<file path="src/rtl/pipe_skid_stage.sv">
// rtl/pipe_skid_stage.sv - two-entry elastic pipeline stage with registered upstream ready
// Main register drives q; the skid register absorbs one word when downstream stalls.
module pipe_skid_stage #(
  parameter int LENGTH = 4
) (
  input  logic              clk,
  input  logic              reset,
  input  logic              softReset,
  input  logic              in_valid,
  output logic              in_ready,
  input  logic [LENGTH-1:0] d,
  output logic              out_valid,
  input  logic              out_ready,
  output logic [LENGTH-1:0] q,
  output logic [1:0]        count
);

  typedef enum logic [1:0] {
    EMPTY = 2'd0,
    ONE   = 2'd1,
    TWO   = 2'd2
  } state_t;

  state_t            state;
  state_t            state_n;
  logic              ready_q;
  logic [LENGTH-1:0] main_q;
  logic [LENGTH-1:0] skid_q;
  logic              up_xfer;
  logic              dn_xfer;
  logic              load_main_d;
  logic              load_main_skid;
  logic              load_skid;

  assign out_valid = (state != EMPTY);
  assign in_ready  = ready_q;
  assign q         = main_q;
  assign up_xfer   = in_valid & ready_q;
  assign dn_xfer   = out_valid & out_ready;

  always_comb begin
    state_n        = state;
    load_main_d    = 1'b0;
    load_main_skid = 1'b0;
    load_skid      = 1'b0;
    count          = 2'd0;
    case (state)
      EMPTY: begin
        count = 2'd0;
        if (up_xfer) begin
          load_main_d = 1'b1;
          state_n     = ONE;
        end
      end
      ONE: begin
        count = 2'd1;
        if (up_xfer && dn_xfer) begin
          load_main_d = 1'b1;
        end else if (up_xfer) begin
          load_skid = 1'b1;
          state_n   = TWO;
        end else if (dn_xfer) begin
          state_n = EMPTY;
        end
      end
      TWO: begin
        count = 2'd2;
        if (dn_xfer) begin
          load_main_skid = 1'b1;
          state_n        = ONE;
        end
      end
      default: begin
        state_n = EMPTY;
      end
    endcase
    // Flush drops any word that would have moved this cycle; data registers keep stale values.
    if (softReset) begin
      state_n        = EMPTY;
      load_main_d    = 1'b0;
      load_main_skid = 1'b0;
      load_skid      = 1'b0;
    end
  end

  always_ff @(posedge clk) begin
    if (reset) begin
      state   <= EMPTY;
      ready_q <= 1'b1;
      main_q  <= '0;
      skid_q  <= '0;
    end else begin
      state   <= state_n;
      // Ready comes from a flop, so it never follows out_ready within a cycle.
      ready_q <= (state_n != TWO);
      if (load_main_d) begin
        main_q <= d;
      end else if (load_main_skid) begin
        main_q <= skid_q;
      end
      if (load_skid) begin
        skid_q <= d;
      end
    end
  end

endmodule
</file>
<file path="config.mk">
export PLATFORM = sky130hd
export DESIGN_NAME = pipe_skid_stage
export DESIGN_NICKNAME = d
export VERILOG_FILES = /design/src/rtl/pipe_skid_stage.sv
export SDC_FILE = /design/constraint.sdc
export NUM_CORES = 1
export LEC_CHECK = 0
export BUFFER_PORTS_ARGS = -buffer_cell sky130_fd_sc_hd__buf_4
export CORE_AREA = 2 2 39 41
export CTS_BUF_LIST = sky130_fd_sc_hd__clkbuf_8 sky130_fd_sc_hd__clkbuf_16
export DETAILED_ROUTE_END_ITERATION = 16
export DIE_AREA = 0 0 41 43
export PLACE_DENSITY_LB_ADDON = 0.08
export SLEW_MARGIN = 20
export SYNTH_ARGS = -nofsm -noshare
export SYNTH_HDL_FRONTEND = slang
export SYNTH_SLANG_ARGS = --single-unit
</file>
<file path="constraint.sdc">
create_clock -name clk -period 2 [get_ports clk]
set_clock_uncertainty 0.05 [all_clocks]
set_input_delay 0.4 -clock clk [delete_from_list [all_inputs] [get_ports clk]]
set_output_delay 0.4 -clock clk [all_outputs]
set_load 0.02 [all_outputs]
</file>
==> run metrics, run 1 <==
Post-Syn Nets=60; Leak=0.317 nW; Clock transition at path regs=50 ps; TritonRoute pass-1 iters=2; vias in the first global route=354; RSZ-0062 raised after global routing=no; register area share after synthesis=45.0%; GRT Residual Overflow=0; largest net degree at the start of global routing=11; CTS Root Cell=clkbuf_8; Hold Crit Start=softReset; Hold-fix buffers, CTS=0; Worst Hold Path EP=state[0]; Port Buffers=16; Non-Filler Instances=83; Switch Pwr=0.000117 W; final setup vio count=0; Ports=17; WL per Instance=12.0 microns; Ys Warns=0; fin nets=77; drt drc=0; CTS Buf Count=3; Syn-to-layout area delta=34.3%; number of placed cells counting well taps=79; worst-case clock buffer depth=2; Clk pwr share=between 40% and 50%; initial antenna violation count=0; via count=404; Worst Path Arrival=about 1600 ps; vias per cell=4.87; worst hold stages=2; Cell variety after synth=19; Placer Congestion=0.640; startpoint types=flip-flop; first-pass GRT wire length=approximately 1600 microns; Hold Path Class=in -> reg; Sw Share=22.9%; cells after synthesis=about 50; DRT iter0 DRCs=4; DP Area=612 sq um; # rows=14; Slew @ Worst Pin=288 ps; CP Capture Type=flip-flop; worst r2r src=state[0]; Core Util, Final=47.5%; Final Instance Area=about 660 sq um; r2r worst-path depth=4; Flop pwr share=a little under half; layout cell share with drive strength beyond 1=31.3%; Crit Path Category=reg -> reg; crit path time final=1570 ps; die area=1760 sq um; Hold WS=306 ps; Die X=41 microns; status=finished clean; combinational share of power=12.9%; Core Region=1380 sq um; WL final=993 microns; cell-internal power=0.000396 W; die height=roughly 43 microns; H-Tree Depth=1; setup TNS=0 ps; Initial Util=35.4%; Syn Area/Cell=approximately 9.6 sq um; FF-to-FF End=skid_q[3]; quantity of gates resized following cts=0; CTS tree=yes; Final period util=approximately four fifths; Fin. Hold Viols=0; Cell Area, Synth=489 sq um; HPWL Detailed=701 microns; postcts setup bufs=0; Max transition margin=between 80% and 90%; #FFs+latches synth=11; CTS sink cnt=11; Total GRT Usage=13.8%; CP max FO=5; diodes inserted=0; Post-DRT Antenna Nets=0; WP data required=2080 ps; max-cap viol count=0; Cell Pwr Density=between 700 and 800 nW/um^2; fin. max-slew vios=0; Max VDD drop=0.000396 V; flop2flop setup slack=roughly 430 ps; FMAX=0.639 GHz; latest clock arrival within the worst-skew pair=between 200 and 250 ps
==> logic make-up after synthesis <==
group / synth area share (%)
buffers and inverters: 4.35
muxes: 18.4
DFF: 45.0
AOI/OAI and AO/OA: 10.7
and+or+nand+nor: 21.5
==> synthesized netlist by cell type (all sizes together) <==
cell type | count | area (sq um)
a211oi | 4 | 30.0
a31oi | 1 | 6.26
and2b | 1 | 7.51
and3b | 1 | 8.76
buf | 2 | 10.0
clkbuf | 2 | 7.51
dfxtp | 11 | 220
inv | 1 | 3.75
mux2i | 9 | 90.1
nand2 | 2 | 7.51
nor2 | 8 | 30.0
nor2b | 2 | 15.0
nor3 | 1 | 5.00
o21a | 1 | 7.51
o22a | 1 | 8.76
or2 | 1 | 6.26
or4 | 2 | 15.0
or4b | 1 | 10.0
==> state kept, by name, summed over array words and instances (netlist names) <==
signal and cells:
q 4, skid_q 4, state 2, in_ready 1
==> worst max path at each step <==
stage | from | endpoint | slack, ps
final | state[0] | skid_q[3] | 430
after global routing | state[0] | skid_q[2] | 340
after CTS | state[0] | skid_q[3] | 420
after detailed placement | in_valid | skid_q[2] | 330
after global placement | in_valid | skid_q[2] | 350
after floorplan | state[0] | skid_q[0] | 420
==> metal layers <==
layer	wire length, microns	vias to the layer above	track usage (%)
met5	0	-	0
met4	17	0	8.00
met3	57	2	6.28
met2	454	10	17.8
met1	464	179	18.2
li1	-	213	-
==> per-stage QoR <==
| step | setup WS, ps | total power [W] |
|---|---|---|
| 4_1_cts | 421 | 0.000526 |
| 5_1_grt | 337 | 0.000546 |
| 6_report | 434 | 0.000513 |
| 2_1_floorplan | 416 | 0.000272 |
| 3_3_place_gp | 352 | 0.000303 |
| 3_5_place_dp | 334 | 0.000303 |
==> power by group through the flow <==
stage	clock network [W]	registers, W	logic, W
floorplan	0	0.000243	0.0000285
global placement	0	0.000236	0.0000669
detailed placement	0	0.000236	0.0000662
CTS	0.000228	0.000232	0.0000665
global route	0.000242	0.000233	0.0000714
finish	0.000215	0.000232	0.0000660
==> critical path: stages, from the launching register on <==
cell,delay (ps)
dfxtp_1,370
nor2b_2,200
or4b_1,600
mux2i_1,190
nor2_1,50
==> layout by cell type, fill, tap and decap left out <==
cell type	count
nor2b_1	1
dfxtp_1	11
buf_4	16
nor3_1	1
o22a_1	1
o21a_1	1
mux2i_1	9
and3b_1	1
inv_1	2
a211oi_1	4
nor2_1	8
or2_2	1
clkbuf_8	3
a31oi_1	1
or4_1	2
or4b_1	1
and2b_1	1
nand2_1	2
nor2b_2	1
==> final cells by class <==
type	instances	area, sq um
clock inverter	1	3.75
clock buffer	3	41.3
multi-input combinational	35	248
tap	16	20.0
sequential	11	220
fill	139	727
inverter	1	3.75
timing repair buffer	16	120
Note: power is estimated with default switching activity, not from simulation.
==> inputs of run 2 (changes only) <==
--- a/config.mk
+++ b/config.mk
@@ -5,6 +5,7 @@
 export SDC_FILE = /design/constraint.sdc
 export NUM_CORES = 1
 export LEC_CHECK = 0
+export ABC_AREA = 1
 export BUFFER_PORTS_ARGS = -buffer_cell sky130_fd_sc_hd__buf_4
 export CORE_AREA = 2 2 39 41
 export CTS_BUF_LIST = sky130_fd_sc_hd__clkbuf_8 sky130_fd_sc_hd__clkbuf_16
==> constraint.sdc (replaced) <==
create_clock -name clk -period 1.6 [get_ports clk]
set_clock_uncertainty 0.05 [all_clocks]
set_input_delay 0.32 -clock clk [delete_from_list [all_inputs] [get_ports clk]]
set_output_delay 0.32 -clock clk [all_outputs]
set_load 0.02 [all_outputs]
==> run metrics, run 2 <==
worst hold stages=2 (unchanged); Initial Util=41.0% (+5.6 points); Cell Pwr Density=901 nW/um^2 (+15%); fin nets=109 (+42%); cells after synthesis=80 (+57%); FMAX=0.665 GHz; setup TNS=0 ps (unchanged); flop2flop setup slack=340 ps (-90 ps); status=finished clean; H-Tree Depth=1 (unchanged); CTS sink cnt=11 (unchanged); Final Instance Area=747 sq um (+14%); vias in the first global route=468 (+32%); Cell Area, Synth=567 sq um (+16%); fillers=137 (-1.4%); Cell variety after synth=17 (-2); postcts setup bufs=0 (unchanged); die height=43 microns (unchanged); Final Power=0.000673 W (+31%); Core Util, Final=54.0% (+6.5 points); #FFs+latches synth=11 (unchanged); Port Buffers=16 (unchanged); Syn-to-layout area delta=31.8%; Worst Path Arrival=1130 ps (-510 ps); r2r worst-path depth=5 (+1); quantity of gates resized following cts=0 (unchanged); post-synth top area cell=dfxtp_1; Core Region=1380 sq um (unchanged); HPWL Detailed=916 microns (+31%); initial antenna violation count=0 (unchanged); Max transition margin=80.1% (-0.68 points); TritonRoute pass-1 iters=4 (+2); CTS Root Cell=clkbuf_8; via count=558 (+38%); synth top area cells=dfxtp_1, nand3_1, nand2_1; WP data required=1230 ps (-850 ps); Crit Path Category=reg -> out; pre-CTS setup slack=294 ps (-39.9 ps); first-pass GRT wire length=1990 microns (+27%); Post-synth EDFFs=0 (unchanged); Post-Syn Nets=89 (+48%); max-cap viol count=0 (unchanged); startpoint types=flip-flop; CTS Buf Count=3 (unchanged); Hold-fix buffers, CTS=0 (unchanged); vias per cell=4.85 (-0.31%); Ys Warns=0 (unchanged); Placer Congestion=0.829 (+30%); CP Capture Type=output port; GRT Residual Overflow=0 (unchanged); Hold Path Class=in -> reg; Max VDD drop=0.000596 V (+51%); area share of the largest cell type after synthesis=38.9% (-6.2 points); CP max FO=6 (+1); PnR worst setup slack=96.7 ps (-338 ps); crit path time final=1500 ps; layout cell share with drive strength beyond 1=28.3% (-3.1 points); final setup vio count=0 (unchanged); Ports=17 (unchanged); Top FF cell, synth=dfxtp_1; diodes inserted=0 (unchanged); largest net degree at the start of global routing=9 (-2); commonest non-fill, non-tap cell in the layout=buf_4; Die X=41 microns (unchanged); fin. max-slew vios=0 (unchanged); die area=1760 sq um (unchanged); RSZ-0062 raised after global routing=no; register area share after synthesis=38.9% (-6.2 points); DP Area=702 sq um (+15%); drt drc=0 (unchanged); cell with the most instances after synthesis=nand2_1; # rows=14 (unchanged); Leak=0.358 nW (+13%); Fin. Hold Viols=0 (unchanged); Slew @ Worst Pin=297 ps (+9.30 ps); Syn Area/Cell=7.08 sq um (-26%); Total GRT Usage=16.3% (+2.5 points); commonest cells after routing, fill and taps aside=buf_4, nand2_1, nand3_1, dfxtp_1; DRT iter0 DRCs=6 (+2); CTS tree=yes; Clock transition at path regs=50 ps (about the same); latest clock arrival within the worst-skew pair=240 ps (about the same); WL final=1200 microns (+21%); Post-DRT Antenna Nets=0 (unchanged); most frequent cells after synthesis=nand2_1, dfxtp_1, nand3_1, nor2_1, inv_1; WL per Instance=10.5 microns (-12%); asr flop ratio synth=0% (unchanged); worst-case clock buffer depth=2 (unchanged); Final period util=a little over nine tenths
-- run 2: area by class of cell --
class	count	area (sq um)	share of cell area (%)
tap	16	20.0	2.68
multi-input combinational	56	297	39.7
sequential	11	220	29.5
timing repair buffer	16	120	16.1
clock buffer	3	41.3	5.53
clock inverter	1	3.75	0.503
inverter	12	45.0	6.03
-- run 2: final timing paths --
path | startpoint | endpoint
max | state[1] | count[1]
max reg2reg | state[1] | q[3]
min | reset | state[0]
min reg2reg | q[2] | q[2]
-- run 2: logic make-up after synthesis --
group                  synth area share [%]
AO/OA/AOI/OAI                          11.9
buffers and inverters                  8.83
flip-flops                             38.9
AND/OR/NAND/NOR                        40.4
-- run 2: power by group --
part	switching (W)	total, W	internal, W	leakage (nW)
Combinational	0.0000611	0.000105	0.0000438	0.242
Sequential	0.00000752	0.000293	0.000286	0.0897
Clock	0.000106	0.000275	0.000169	0.0269
-- run 2: worst max-delay path, cell delays in order, from the launching register on --
cell and delay (ps):
dfxtp_1 450, inv_2 120, nor2_4 160, buf_4 170
-- run 2: metal layers --
layer  up-vias  global-route usage, %  routed length, microns
li1        300                      -                       -
met1       244                   23.6                     615
met2        12                   21.3                     531
met3         2                   6.28                      49
met4         0                   6.00                       6
met5         -                      0                       0
-- run 2: metrics by stage --
stage	hold WS (ps)	instances
floorplan	339	80
global placement	419	111
detailed placement	425	111
CTS	241	115
global route	243	115
finish	240	115
==> inputs of run 3 (changes only) <==
--- a/config.mk
+++ b/config.mk
@@ -8,7 +8,7 @@
 export ABC_AREA = 1
 export BUFFER_PORTS_ARGS = -buffer_cell sky130_fd_sc_hd__buf_4
 export CORE_AREA = 2 2 39 41
-export CTS_BUF_LIST = sky130_fd_sc_hd__clkbuf_8 sky130_fd_sc_hd__clkbuf_16
+export CTS_BUF_LIST = sky130_fd_sc_hd__clkbuf_4 sky130_fd_sc_hd__clkbuf_8
 export DETAILED_ROUTE_END_ITERATION = 16
 export DIE_AREA = 0 0 41 43
 export PLACE_DENSITY_LB_ADDON = 0.08
==> run metrics, run 3 (synthesis gave the netlist of run 2 again) <==
die area=1760 sq um (unchanged); Leak=0.351 nW (-2.2%); Port Buffers=16 (unchanged); vias per cell=4.91 (+1.3%); CTS tree=yes; Placer Congestion=0.829 (unchanged); Fin. Hold Viols=0 (unchanged); HPWL Detailed=916 microns (unchanged); Die X=41 microns (unchanged); DP Area=702 sq um (unchanged); vias in the first global route=482 (+3.0%); WP data required=1230 ps (about the same); worst path bufs/invs=2 (unchanged); Hold Path Class=in -> reg; CTS Root Cell=clkbuf_4; drt drc=0 (unchanged); GRT Residual Overflow=0 (unchanged); quantity of gates resized following cts=0 (unchanged); Core Util, Final=53.0% (-0.99 points); delay-heaviest family, CP=flip-flops; crit path time final=1440 ps (-66.1 ps); worst-case clock buffer depth=2 (unchanged); Cell Pwr Density=820 nW/um^2 (-9.0%); CP max FO=6 (unchanged); setup TNS=0 ps (unchanged); Max VDD drop=0.000424 V (-29%); Ports=17 (unchanged); largest net degree at the start of global routing=9 (unchanged); DRT iter0 DRCs=6 (unchanged); Core Region=1380 sq um (unchanged); via count=565 (+1.3%); Syn-to-layout area delta=29.4%; max-cap viol count=0 (unchanged); startpoint types=flip-flop; diodes inserted=0 (unchanged); # rows=14 (unchanged); fin nets=109 (unchanged); CTS Buf Count=3 (unchanged); layout cell share with drive strength beyond 1=30.3% (+2.0 points); initial antenna violation count=0 (unchanged); CP Capture Type=output port; postcts setup bufs=0 (unchanged); Worst path slowest cell=dfxtp_2; Worst Path Arrival=1070 ps (-60 ps); RSZ-0062 raised after global routing=no; crit-path cells=inv_2, nor2_4, buf_4; H-Tree Depth=1 (unchanged); WL final=1180 microns (-1.9%); Final period util=89.8% (-4.1 points); WL per Instance=10.3 microns (-1.9%); final setup vio count=0 (unchanged); latest clock arrival within the worst-skew pair=260 ps (+20 ps); Slew @ Worst Pin=291 ps (-6.16 ps); Clock transition at path regs=80 ps (+30 ps); CP peak stage delay=400 ps (-50 ps); status=finished clean; die height=43 microns (unchanged); Total GRT Usage=15.9% (-0.40 points); Hold-fix buffers, CTS=0 (unchanged); Crit Path Category=reg -> out; Post-DRT Antenna Nets=0 (unchanged); Non-Filler Instances=115 (unchanged); TritonRoute pass-1 iters=4 (unchanged); commonest cells after routing, fill and taps aside=buf_4, nand2_1, nand3_1; CTS sink cnt=11 (unchanged); fin. max-slew vios=0 (unchanged); commonest non-fill, non-tap cell in the layout=buf_4; Initial Util=41.0% (unchanged); first-pass GRT wire length=1970 microns (-0.70%); Max transition margin=80.5% (+0.41 points); FMAX=0.696 GHz (+4.6%); Final Instance Area=733 sq um (-1.8%); number of placed cells counting well taps=111 (unchanged)
run 3: layer usage:
metal / global-route usage, % / wire length [microns]
met3: 4.71 / 56
met5: 0 / 0
met2: 20.9 / 527
met4: 6.00 / 9
met1: 23.6 / 588
run 3: final cells by class:
type                       instances  area [sq um]
inverter                          12          45.0
timing repair buffer              16           120
multi-input combinational         56           297
clock buffer                       4          30.0
sequential                        11           221
tap                               16          20.0
fill                             141           651
run 3: worst register-to-register path: stages (launching register included):
cell and delay, ps:
dfxtp_1 330, nand2_1 120, inv_1 120, nand3_1 120
nor2_4 160, inv_2 70, nor2_1 80, nor2_1 50
run 3: final timing paths:
| check | from | to | slack, ps | cells past startpoint |
|---|---|---|---|---|
| max | state[1] | count[1] | 160 | 3 |
| min | reset | state[0] | 210 | 2 |
| max reg2reg | in_ready | skid_q[3] | 380 | 7 |
| min reg2reg | q[1] | q[1] | 430 | 2 |
run 3: report_power, final:
group          internal, W  switching, W
Sequential        0.000285    0.00000747
Combinational    0.0000438     0.0000608
Clock             0.000113     0.0000912
Total             0.000442      0.000160
run 3: per-stage QoR:
stage	hold WS, ps	total power, W	setup slack, ps
finish	209	0.000602	163
detailed placement	425	0.000403	294
global route	208	0.000633	83.9
global placement	419	0.000403	310
CTS	206	0.000608	67.1
floorplan	339	0.000360	340
